[src/rtl/cpu_0_oci_dct_pkg.sv]
// Shared constants and FSM encoding for the OCI DCT trace-atom packer.
package cpu_0_oci_dct_pkg;

    localparam int unsigned SLOTS  = 15;
    localparam int unsigned ATOM_W = 2;
    localparam int unsigned CNT_W  = 4;
    localparam int unsigned BUF_W  = SLOTS * ATOM_W;

    typedef enum logic [1:0] {
        PACK  = 2'd0,
        FLUSH = 2'd1,
        DONE  = 2'd2
    } dct_state_e;

endpackage

[src/rtl/cpu_0_oci_dct_packer_if.sv]
// Atom requester and packed-word handshake bundle of the DCT packer.
interface cpu_0_oci_dct_packer_if;
    import cpu_0_oci_dct_pkg::*;

    logic              it_valid;
    logic [ATOM_W-1:0] it_atom;
    logic              it_ready;
    logic              dt_valid;
    logic [ATOM_W-1:0] dt_atom;
    logic              dt_ready;
    logic              out_valid;
    logic              out_ready;
    logic [BUF_W-1:0]  out_buffer;
    logic [CNT_W-1:0]  out_count;

    modport master (
        output it_valid, it_atom, dt_valid, dt_atom, out_ready,
        input  it_ready, dt_ready, out_valid, out_buffer, out_count
    );

    modport slave (
        input  it_valid, it_atom, dt_valid, dt_atom, out_ready,
        output it_ready, dt_ready, out_valid, out_buffer, out_count
    );

endinterface

[src/rtl/cpu_0_oci_dct_rr_arb.sv]
// Two-way round-robin grant; pointer moves to the other requester after any grant.
module cpu_0_oci_dct_rr_arb (
    input  logic clk,
    input  logic reset,
    input  logic en_i,
    input  logic req_it_i,
    input  logic req_dt_i,
    output logic gnt_it_o,
    output logic gnt_dt_o
);

    logic ptr_dt_q, ptr_dt_d;

    always_comb begin
        gnt_it_o = en_i & req_it_i & (~req_dt_i | ~ptr_dt_q);
        gnt_dt_o = en_i & req_dt_i & (~req_it_i |  ptr_dt_q);
        ptr_dt_d = ptr_dt_q;
        if (gnt_it_o)      ptr_dt_d = 1'b1;
        else if (gnt_dt_o) ptr_dt_d = 1'b0;
    end

    always_ff @(posedge clk) begin
        if (reset) ptr_dt_q <= 1'b0;
        else       ptr_dt_q <= ptr_dt_d;
    end

endmodule

[src/rtl/cpu_0_oci_dct_packer.sv]
// OCI DCT trace-atom packer: arbitrates it/dt atoms into 15x2-bit words.
// Optional CPU_0_OCI_DCT_STALL_CNT_EN adds a saturating stall_cnt output.
module cpu_0_oci_dct_packer
    import cpu_0_oci_dct_pkg::*;
(
    input  logic                 clk,
    input  logic                 reset,
    cpu_0_oci_dct_packer_if.slave bus,
    input  logic                 flush,
    output logic                 flush_done,
    output logic [BUF_W-1:0]     dct_buffer,
    output logic [CNT_W-1:0]     dct_count
`ifdef CPU_0_OCI_DCT_STALL_CNT_EN
    ,
    output logic [15:0]          stall_cnt
`endif
);

    dct_state_e        state_q, state_d;
    logic [BUF_W-1:0]  buf_q, buf_d;
    logic [CNT_W-1:0]  cnt_q, cnt_d;
    logic              ov_q, ov_d;
    logic [BUF_W-1:0]  ob_q, ob_d;
    logic [CNT_W-1:0]  oc_q, oc_d;
    logic              fd_q, fd_d;
    logic              accept_en, out_free, load, gnt_it, gnt_dt;
    logic [ATOM_W-1:0] atom;

    cpu_0_oci_dct_rr_arb u_arb (
        .clk      (clk),
        .reset    (reset),
        .en_i     (accept_en),
        .req_it_i (bus.it_valid),
        .req_dt_i (bus.dt_valid),
        .gnt_it_o (gnt_it),
        .gnt_dt_o (gnt_dt)
    );

    always_ff @(posedge clk) begin
        if (reset) state_q <= PACK;
        else       state_q <= state_d;
    end

    always_comb begin
        state_d = state_q;
        unique case (state_q)
            PACK:    if (flush) state_d = FLUSH;
            FLUSH:   if (cnt_q == '0 || load) state_d = DONE;
            DONE:    if (!flush) state_d = PACK;
            default: state_d = PACK;
        endcase
    end

    // A word leaves when full, or whatever is left once flushing has begun.
    always_comb begin
        accept_en = ~reset & (state_q == PACK) & (cnt_q < CNT_W'(SLOTS));
        out_free  = ~ov_q | bus.out_ready;
        load      = out_free & (cnt_q != '0) &
                    ((cnt_q == CNT_W'(SLOTS)) | (state_q == FLUSH));
        fd_d      = (state_q == FLUSH) & (state_d == DONE);
    end

    always_comb begin
        buf_d = buf_q;
        cnt_d = cnt_q;
        ov_d  = ov_q & ~bus.out_ready;
        ob_d  = ob_q;
        oc_d  = oc_q;
        atom  = gnt_dt ? bus.dt_atom : bus.it_atom;
        if (load) begin
            ov_d  = 1'b1;
            ob_d  = buf_q;
            oc_d  = cnt_q;
            buf_d = '0;
            cnt_d = '0;
        end else if (gnt_it | gnt_dt) begin
            for (int unsigned k = 0; k < SLOTS; k++)
                if (cnt_q == CNT_W'(k)) buf_d[k*ATOM_W +: ATOM_W] = atom;
            cnt_d = cnt_q + 1'b1;
        end
    end

    always_ff @(posedge clk) begin
        if (reset) begin
            buf_q <= '0;
            cnt_q <= '0;
            ov_q  <= 1'b0;
            ob_q  <= '0;
            oc_q  <= '0;
            fd_q  <= 1'b0;
        end else begin
            buf_q <= buf_d;
            cnt_q <= cnt_d;
            ov_q  <= ov_d;
            ob_q  <= ob_d;
            oc_q  <= oc_d;
            fd_q  <= fd_d;
        end
    end

    assign bus.it_ready   = gnt_it;
    assign bus.dt_ready   = gnt_dt;
    assign bus.out_valid  = ov_q;
    assign bus.out_buffer = ob_q;
    assign bus.out_count  = oc_q;
    assign flush_done     = fd_q;
    assign dct_buffer     = buf_q;
    assign dct_count      = cnt_q;

`ifdef CPU_0_OCI_DCT_STALL_CNT_EN
    logic [15:0] stall_q, stall_d;

    always_comb begin
        stall_d = stall_q;
        if ((bus.it_valid | bus.dt_valid) & ~(gnt_it | gnt_dt) & (stall_q != '1))
            stall_d = stall_q + 16'd1;
    end

    always_ff @(posedge clk) begin
        if (reset) stall_q <= '0;
        else       stall_q <= stall_d;
    end

    assign stall_cnt = stall_q;
`endif

endmodule

[src/flat_wrapper.sv]
// flat-port wrapper written by rule: the top's interface ports become plain ports
module cpu_0_oci_dct_packer_flat import cpu_0_oci_dct_pkg::*;
  (clk, reset, flush, flush_done, dct_buffer, dct_count, bus_it_valid, bus_it_atom, bus_dt_valid, bus_dt_atom, bus_out_ready, bus_it_ready, bus_dt_ready, bus_out_valid, bus_out_buffer, bus_out_count);
  cpu_0_oci_dct_packer_if bus_i ();
  input  logic clk;
  input  logic reset;
  input  logic flush;
  output logic flush_done;
  output logic [BUF_W-1:0] dct_buffer;
  output logic [CNT_W-1:0] dct_count;
  input wire logic [$bits(bus_i.it_valid)-1:0] bus_it_valid;
  input wire logic [$bits(bus_i.it_atom)-1:0] bus_it_atom;
  input wire logic [$bits(bus_i.dt_valid)-1:0] bus_dt_valid;
  input wire logic [$bits(bus_i.dt_atom)-1:0] bus_dt_atom;
  input wire logic [$bits(bus_i.out_ready)-1:0] bus_out_ready;
  output wire logic [$bits(bus_i.it_ready)-1:0] bus_it_ready;
  output wire logic [$bits(bus_i.dt_ready)-1:0] bus_dt_ready;
  output wire logic [$bits(bus_i.out_valid)-1:0] bus_out_valid;
  output wire logic [$bits(bus_i.out_buffer)-1:0] bus_out_buffer;
  output wire logic [$bits(bus_i.out_count)-1:0] bus_out_count;
  assign bus_i.it_valid = bus_it_valid;
  assign bus_i.it_atom = bus_it_atom;
  assign bus_i.dt_valid = bus_dt_valid;
  assign bus_i.dt_atom = bus_dt_atom;
  assign bus_i.out_ready = bus_out_ready;
  assign bus_it_ready = bus_i.it_ready;
  assign bus_dt_ready = bus_i.dt_ready;
  assign bus_out_valid = bus_i.out_valid;
  assign bus_out_buffer = bus_i.out_buffer;
  assign bus_out_count = bus_i.out_count;
  cpu_0_oci_dct_packer u_core (.clk(clk), .reset(reset), .bus(bus_i), .flush(flush), .flush_done(flush_done), .dct_buffer(dct_buffer), .dct_count(dct_count));
endmodule
[config.mk]
export PLATFORM = sky130hd
export DESIGN_NAME = cpu_0_oci_dct_packer_flat
export DESIGN_NICKNAME = d
export VERILOG_FILES = /design/src/rtl/cpu_0_oci_dct_pkg.sv /design/src/rtl/cpu_0_oci_dct_packer_if.sv /design/src/rtl/cpu_0_oci_dct_rr_arb.sv /design/src/rtl/cpu_0_oci_dct_packer.sv /design/src/flat_wrapper.sv
export SDC_FILE = /design/constraint.sdc
export NUM_CORES = 1
export LEC_CHECK = 0
export ABC_AREA = 1
export CAP_MARGIN = 20
export CORE_MARGIN = 5
export CORE_UTILIZATION = 51
export DETAILED_ROUTE_END_ITERATION = 7
export PLACE_DENSITY = 0.84
export SYNTH_ARGS = -nofsm -noshare
export SYNTH_HDL_FRONTEND = slang
export SYNTH_SLANG_ARGS = --single-unit
[constraint.sdc]
create_clock -name clk -period 3.65 [get_ports clk]
set_input_delay 0.365 -clock clk [delete_from_list [all_inputs] [get_ports clk]]
set_output_delay 0.365 -clock clk [all_outputs]
set_load 0.005 [all_outputs]
# == Word level (Yosys, flattened, before mapping) ==
# Index checks and enable logic that the tools add are counted.
# totals
register_bits,73
output_inout_bits,72
wordCells,92
# classes
addsub,1
n_lt_le_gt_ge,1
eq_ne,18
n_mux,8
bitwise_logic,21
reduce_logical,21
# op_table
op,count
4-bit equality test (second input constant),8
2-bit AND reduction,15
4-bit by 3-bit equality test with 1-bit output (second input constant),4
1-bit bitwise AND,10
4-bit by 2-bit equality test with 1-bit output (second input constant),2
2-bit two-way mux,4
1-bit inverter,6
2-bit one-hot mux with 3 select lines,1
1-bit OR,5
4-bit by 1-bit adder with 4-bit output (second input constant),1
2-bit equality test (second input constant),2
4-bit by 1-bit equality test with 1-bit output (second input constant),1
4-bit logical NOT,1
4-bit < comparator (second input constant),1
4-bit nonzero test,1
1-bit two-way mux,3
2-bit by 1-bit equality test with 1-bit output (second input constant),1
2-bit logical NOT,1
2-bit nonzero test,1
2-bit OR reduction,1
1-bit logical OR,1

# == Longest topological paths before layout ==
# Gate-level depths: netlist (run 1).
# depth
depth_word,9
ltp_mapped,10
mapped_depth_nobuf,9

# == By module ==
# Synthesis (run 1) repeated with hierarchy kept, for this count alone.
# hier_totals
cells_unflattened,384
area_unflattened_um2,2945.3
# modules_own_cells
mod,n_inst,cells_per_inst,area_each_um2
cpu_0_oci_dct_packer,1,373,2879.0
cpu_0_oci_dct_rr_arb,1,11,66.3

# == Worst setup path after synthesis (run 1) ==
# Ideal clock, no wire load.
# synth_path
kind,register to register
startpoint,reg u_core.cnt_q[0] (netlist: u_core.dct_count[0])
endpoint,reg u_core.buf_q[12] (netlist: u_core.dct_buffer[12])
setup_ps,113
t_arrival_ps,1431
t_required_ps,3537
path_slack_ps,2106
path_stages_with_launch,11
path_buffers,1
path_cell_list,dfxtp_1 -> ha_1 -> inv_1 -> nor2_2 -> nor2_2 -> nand2_2 -> nand2_1 -> nand2_2 -> buf_6 -> nor2_1 -> nor2_1
# synth_via
elab_chain_cells,6
word_cells_on_any_way,16
classes_between,order compare (1); eq/ne (2); mux (1); bitwise (9); reduce/logical (3)
# synth_rtl
item,line_no,rtl
start: declaration,cpu_0_oci_dct_packer.sv:21,"logic [CNT_W-1:0] cnt_q, cnt_d;"
start signal: assignment,cpu_0_oci_dct_packer.sv:93,cnt_q <= cnt_d;
4-bit < comparator,cpu_0_oci_dct_packer.sv:56,accept_en = ~reset & (state_q == PACK) & (cnt_q < CNT_W'(SLOTS));
1-bit bitwise AND,cpu_0_oci_dct_packer.sv:56,
1-bit bitwise AND (on tied branches) (2 in series),"cpu_0_oci_dct_rr_arb.sv:15, cpu_0_oci_dct_rr_arb.sv:16",
1-bit OR,cpu_0_oci_dct_packer.sv:76,end else if (gnt_it | gnt_dt) begin
2-bit AND reduction (no line),-,
end signal: assignment,cpu_0_oci_dct_packer.sv:92,buf_q <= buf_d;
end: declaration,cpu_0_oci_dct_packer.sv:20,"logic [BUF_W-1:0] buf_q, buf_d;"
# Several ways; a longest one is shown, not always the timed one.
# A chain may end at the register's enable or synchronous reset.

# == Worst setup path in the final report (run 1) ==
# layout_path
startpoint,in reset
endpoint,out bus_it_ready
# layout_via
elab_chain_cells,5
# layout_rtl
item,line_no,rtl
start: declaration,flat_wrapper.sv:6,input logic reset;
1-bit inverter,cpu_0_oci_dct_packer.sv:56,
1-bit bitwise AND (2 in series),cpu_0_oci_dct_packer.sv:56,
1-bit bitwise AND (2 in series),cpu_0_oci_dct_rr_arb.sv:15,gnt_it_o = en_i & req_it_i & (~req_dt_i | ~ptr_dt_q);
end: declaration,flat_wrapper.sv:16,output wire logic [$bits(bus_i.it_ready)-1:0] bus_it_ready;
# Every way passes these cells.

==> results of run 1 <==
[through the flow]
step | worst slack (ns) | util (%) | instances | hold slack (ns) | area [um2]
after floorplan | 2.106 | - | 411 | 0.4407 | 3023
after global placement | 1.025 | 65.21 | 552 | 0.4532 | 3815
after detailed placement | 0.9896 | 65.21 | 552 | 0.4545 | 3815
after CTS | 0.9920 | 68.50 | 568 | 0.4723 | 4008
after global routing | 0.8526 | 68.50 | 568 | 0.4940 | 4008
final | 1.002 | 68.50 | 568 | 0.4682 | 4008
[cells in the mapped netlist]
library cell,number
dfxtp_1,73
inv_1,40
inv_2,4
nor2_8,2
o31ai_1,2
ha_1,4
buf_2,3
nand2_1,97
a21boi_1,1
o21ai_0,34
xor2_1,1
clkinv_4,1
o21ai_2,1
buf_6,5
nor2_2,2
a21oi_1,39
nand2_2,5
buf_4,4
a21oi_4,1
clkbuf_1,3
nor2_1,80
nor2_4,1
nand3_1,7
o32ai_1,1
[final cells by class]
class                   count  share of cell area (%)
flip-flops and latches     73                   36.47
repair buffers             81                   20.23
inverters                  45                   4.340
clock buffers              14                   4.558
clock inverters             2                  0.2498
well taps                  75                   2.342
multi-input cells         278                   31.81
[how the worst max path moves through the flow]
stage / from / cells after the start / to / slack [ns]
6_report: reset / 7 / bus_it_ready / 1.00
5_1_grt: reset / 7 / bus_it_ready / 0.85
4_1_cts: reset / 7 / bus_it_ready / 0.99
3_5_place_dp: reset / 7 / bus_it_ready / 0.99
3_3_place_gp: reset / 7 / bus_it_ready / 1.03
2_1_floorplan: u_core.dct_count[0]$_SDFFE_PP0P_ / 10 / u_core.dct_buffer[12]$_SDFFE_PP0P_ / 2.11
[state kept, by name, summed over array words and instances, names as in the netlist]
name and count:
u_core.bus.out_buffer 30, u_core.bus.out_count 4, u_core.bus.out_valid 1, u_core.dct_buffer 30, u_core.dct_count 4, u_core.flush_done 1
u_core.state_q 2, u_core.u_arb.ptr_dt_q 1
[critical path, delay by kind of cell]
| kind | cells | cell delay, ns |
|---|---|---|
| AND/OR/NAND/NOR | 3 | 0.43 |
| buffers and inverters | 4 | 1.49 |
[metal layers]
metal	wire length [um]	vias up	track usage (%)	share of wire [%]
met5	0	-	0	0
met4	42	0	6.657	0.57
met3	576	5	4.541	7.9
met2	3545	87	35.20	48
met1	3156	1271	25.84	43
li1	-	1441	-	-
[where the power goes]
| part | internal, uW | total [uW] | leakage [uW] | switching (uW) |
|---|---|---|---|---|
| combinational | 92.7 | 214 | 0.00102 | 121 |
| clock | 320 | 598 | 0.000102 | 278 |
| sequential | 829 | 848 | 0.000591 | 19.3 |
[kinds of logic after synthesis]
| group | count (synthesis) | synth area share, % |
|---|---|---|
| compound gates | 79 | 13.95 |
| simple gates | 194 | 26.28 |
| fa+ha+maj | 4 | 1.656 |
| flops | 73 | 48.34 |
| xor+xnor | 1 | 0.2898 |
| buf+inv | 60 | 9.478 |
==> out/results.ini, run 1 <==
[run_status]
status=complete, no violations

[drt]
remaining_drc_errors=0
wl_per_cell_um=12.89
antenna_left=0
drt_first_pass_iters=5
drt-initial-drc-count=146
drt_wl_total_um=7321
via_per_inst=4.937
vias=2804

[synth]
syn_nets=425
ys_ff_latch=73
syn_avg_cell_area_um2=7.355
synth.area.top_cells=dfxtp_1 48%, nand2_1 12%, nor2_1 9.9%, a21oi_1 6.5%, o21ai_0 5.6%
yosysTopAreaCellShare_pct=48.34
synthCells=411
syn-cell-area_mm2=0.003023
yosysSeqAreaShare_pct=48.34
yosysWarnings=0
synth.distinct_cells=24
yosys.area.top_type=dfxtp_1

[floorplan]
dieArea_mm2=0.007567
dieHeight_um=86.99
core_area_mm2=0.005851
initial_core_util_pct=51.67
die_width_um=86.99
boundaryPins=82
num_rows=28

[clocking]
cts.sinks=73
cts_tree=built
clk_path_buf_depth=2
cts_setup_buffers=0
h-tree-depth=3
cts-root-buf=clkbuf_8
cts_resized=0
clk-insertion-delay-late_ns=0.34
numCtsBuffers=9
hold_buffers=0
path_clk_slew_ns=0.08

[finish]
fill_cells=476
drive_gt1_share_pct=6.491
antenna_cells=0
ff_latch_area_mm2=0.001461
final_common_cell=nand2_1
nets=502
final_cell_mix=97 x nand2_1, 81 x clkdlybuf4s50_1, 80 x nor2_1, 73 x dfxtp_1, 40 x inv_1
area_growth_syn_to_layout_pct=32.57
multi_input_area_mm2=0.001275

[critical_path]
r2r_cells=8
slowest_stage=clkdlybuf4s50_1
r2r-end=u_core.dct_count[3]$_SDFFE_PP0P_
worstPathCellList=clkdlybuf4s50_1 > clkinv_4 > nand2_1 > nor2_2 > nand3_1 > inv_1 > clkdlybuf4s50_1
r2r-start=u_core.dct_count[0]$_SDFFE_PP0P_
path_common_cell=clkdlybuf4s50_1
worst_path_largest_cell_delay_ns=0.63
criticalPathCategory=in2out
endpoint_kind=primary output
worstPathMaxFanout=36
crit_arrival_ns=2.28
required_ns=3.28
worstSetupStartpointType=primary input
r2r_slack_ns=1.41

[power]
leakagePower_uw=0.001712
vdd_drop_max_v=0.0002219
p_per_area_mw_per_mm2=414.1
finalPower_uw=1660

[flow_run]
maxCapViolCount=0

[global_route]
grt-ovfl-total=0
grt_max_degree=62
grt_pass1_wl_um=12540
grt_pass1_vias=2758
antenna_found_initial=0
grtUsageTotal_pct=20.66

[timing]
timing.final.crit_share_pct=72.55
worst_slew_pin_slew_ns=0.7423
tns_ns=0
hold_viol=0
setup_viol=0
rsz0062_at_grt=no
max_freq_ghz=0.3776
min_period_ns=2.648
worst_clock_skew_ns=0.009484
slew_headroom_pct=50.51
slew_violations=0

[place]
port_buffers=81
gp_congestion=0.8746
hpwl_um=5073

[min_path]
hold_start=u_core.bus.out_count[3]$_SDFFE_PP0P_
hold_class=reg2reg
holdPathEnd=u_core.bus.out_count[3]$_SDFFE_PP0P_
worst_hold_path.num_cells=2

Power figures use the tool's default switching activity.
==> inputs of run 2 (changes only) <==
CORE_UTILIZATION = 43   (was 51)
PLACE_DENSITY = 0.75   (was 0.84)
clock period = 2.3 ns   (was 3.65 ns; I/O delays follow)
==> run 2 against run 1 <==
Against the previous run: die area grew 16%; register-to-register slack got worse by 0.95 ns; sequential power rose by 59%; worst hold slack worse by 0.0059 ns; first-iteration DRC count fell by 30%; routed wire length increased by 2.4%; critical path depth unchanged; worst setup slack lost 0.87 ns; critical endpoint unchanged; largest power group unchanged.
==> out/results.ini, run 2 (same netlist as run 1, synthesis figures left out) <==
[timing]
timing.final.crit_share_pct=94.24
min_period_ns=2.168
rsz0062_at_grt=no
hold_viol=0
worst_slew_pin_slew_ns=0.4630
setup_viol=0
slew_headroom_pct=69.07
whs_ns=0.4623
worst_clock_skew_ns=0.009693
tns_ns=0
max_freq_ghz=0.4614
slew_violations=0

[global_route]
grtUsageTotal_pct=17.53
grt-ovfl-total=0
grt_pass1_vias=2610
antenna_found_initial=0
grt_pass1_wl_um=12230
grt_max_degree=34

[critical_path]
worstSetupStartpointType=flop
worstPathCellList=ha_1 > inv_2 > nor2_2 > nor2_4 > nand3_1 > inv_1 > clkdlybuf4s50_1
crit_arrival_ns=1.94
criticalPathCategory=reg2out
required_ns=2.07
worst-path-buf-inv=3
worstPathMaxFanout=5
worst_path_largest_cell_delay_ns=0.49
cpLargestDelayFamily=buffers and inverters
slowest_stage=clkdlybuf4s50_1
endpoint_kind=primary output

[drt]
drt-initial-drc-count=102
antenna_left=0
drt_first_pass_iters=5
drt_wl_total_um=7495
via_per_inst=4.644
vias=2754
remaining_drc_errors=0
wl_per_cell_um=12.64

[floorplan]
core_area_mm2=0.006832
die_width_um=93.85
dieArea_mm2=0.008807
initial_core_util_pct=44.25
boundaryPins=82
num_rows=30
dieHeight_um=93.85

[place]
port_buffers=81
gp_congestion=0.7714
place_inst=577
hpwl_um=5309

[finish]
drive_gt1_share_pct=7.445
area_growth_syn_to_layout_pct=35.26
fill_cells=641
multi_input_area_mm2=0.001280
ff_latch_area_mm2=0.001463
finalNonFillerCells=593
fin_util_pct=59.85
final_cell_mix=97 x nand2_1, 81 x clkdlybuf4s50_1, 80 x nor2_1, 72 x dfxtp_1
nets=506
antenna_cells=0
final_common_cell=nand2_1

[clocking]
path_clk_slew_ns=0.08
cts-root-buf=clkbuf_8
cts_tree=built
cts.sinks=73
clk_path_buf_depth=2
clk-insertion-delay-late_ns=0.35
h-tree-depth=3
numCtsBuffers=9
cts_setup_buffers=0
hold_buffers=0

[power]
clock_power_share_pct=39.1
vdd_drop_max_v=0.0003700
cellInternalPower_uw=2078
sw_frac_of_total_pct=25.24
finalPower_uw=2780
p_per_area_mw_per_mm2=679.8
leakagePower_uw=0.001730
combPwrFrac_pct=12.5
sequentialPowerShare_pct=48.4
switchingPower_uw=701.5

[run_status]
status=complete, no violations

[flow_run]
maxCapViolCount=0

[min_path]
hold_class=reg2reg

==> run 2: cell types whose count changed in the layout (fill, tap and decap cells not counted), moves of 2 or more <==
cell        delta
buf_4          +4
clkbuf_8       -4
bufinv_16      +2
clkinvlp_4     +2
==> run 2: worst paths after layout <==
path / startpoint / to / slack [ns] / cells after the start
worst max-delay path: u_core.dct_count[1]$_SDFFE_PP0P_ / bus_it_ready / 0.13 / 7
worst min-delay path: u_core.bus.out_count[2]$_SDFFE_PP0P_ / u_core.bus.out_count[2]$_SDFFE_PP0P_ / 0.46 / 2
worst max register to register: u_core.dct_count[1]$_SDFFE_PP0P_ / u_core.state_q[0]$_SDFF_PP0_ / 0.46 / 9
worst min register to register: u_core.bus.out_count[2]$_SDFFE_PP0P_ / u_core.bus.out_count[2]$_SDFFE_PP0P_ / 0.46 / 2
==> run 2: metrics by stage <==
stage          setup slack, ns  area (um2)
3_3_place_gp            0.1449        3871
5_1_grt               0.006460        4089
3_5_place_dp            0.1163        3871
6_report                0.1325        4089
4_1_cts               0.004619        4088
2_1_floorplan           0.7564        3023
==> run 2: power groups by stage <==
stage                     sequential [uW]  combinational (uW)  clock (uW)
after floorplan                      1370                 196           0
after global placement               1370                 342           0
after detailed placement             1370                 347           0
after CTS                            1350                 350        1100
after global routing                 1350                 385        1150
final                                1350                 347        1090
==> run 2: layout make-up <==
type	instances	share of cell area, %
multi-input cells	278	31.30
clock buffers	11	3.213
well taps	96	2.938
clock inverters	5	1.958
flip-flops and latches	73	35.77
inverters	45	4.253
repair buffers	85	20.56
==> run 2: tightest hold or removal path: stages (launching register included) <==
cell and delay (ns):
dfxtp_1 0.33, nand2_1 0.05, o31ai_1 0.05
==> run 2: repair_timing <==
item / 4_1_cts / 5_1_grt
setup endpoints to repair: 2 / 2
resized for setup: 1 / 2
pin swaps: 0 / 1
cloned: 0 / 0
==> run 2: per-layer routing <==
metal,up-vias,track usage (%),part of all wire (%)
met5,-,0,0
met4,0,6.739,1.5
met3,11,5.208,6.1
met2,67,29.39,47
met1,1238,20.99,46
li1,1438,-,-
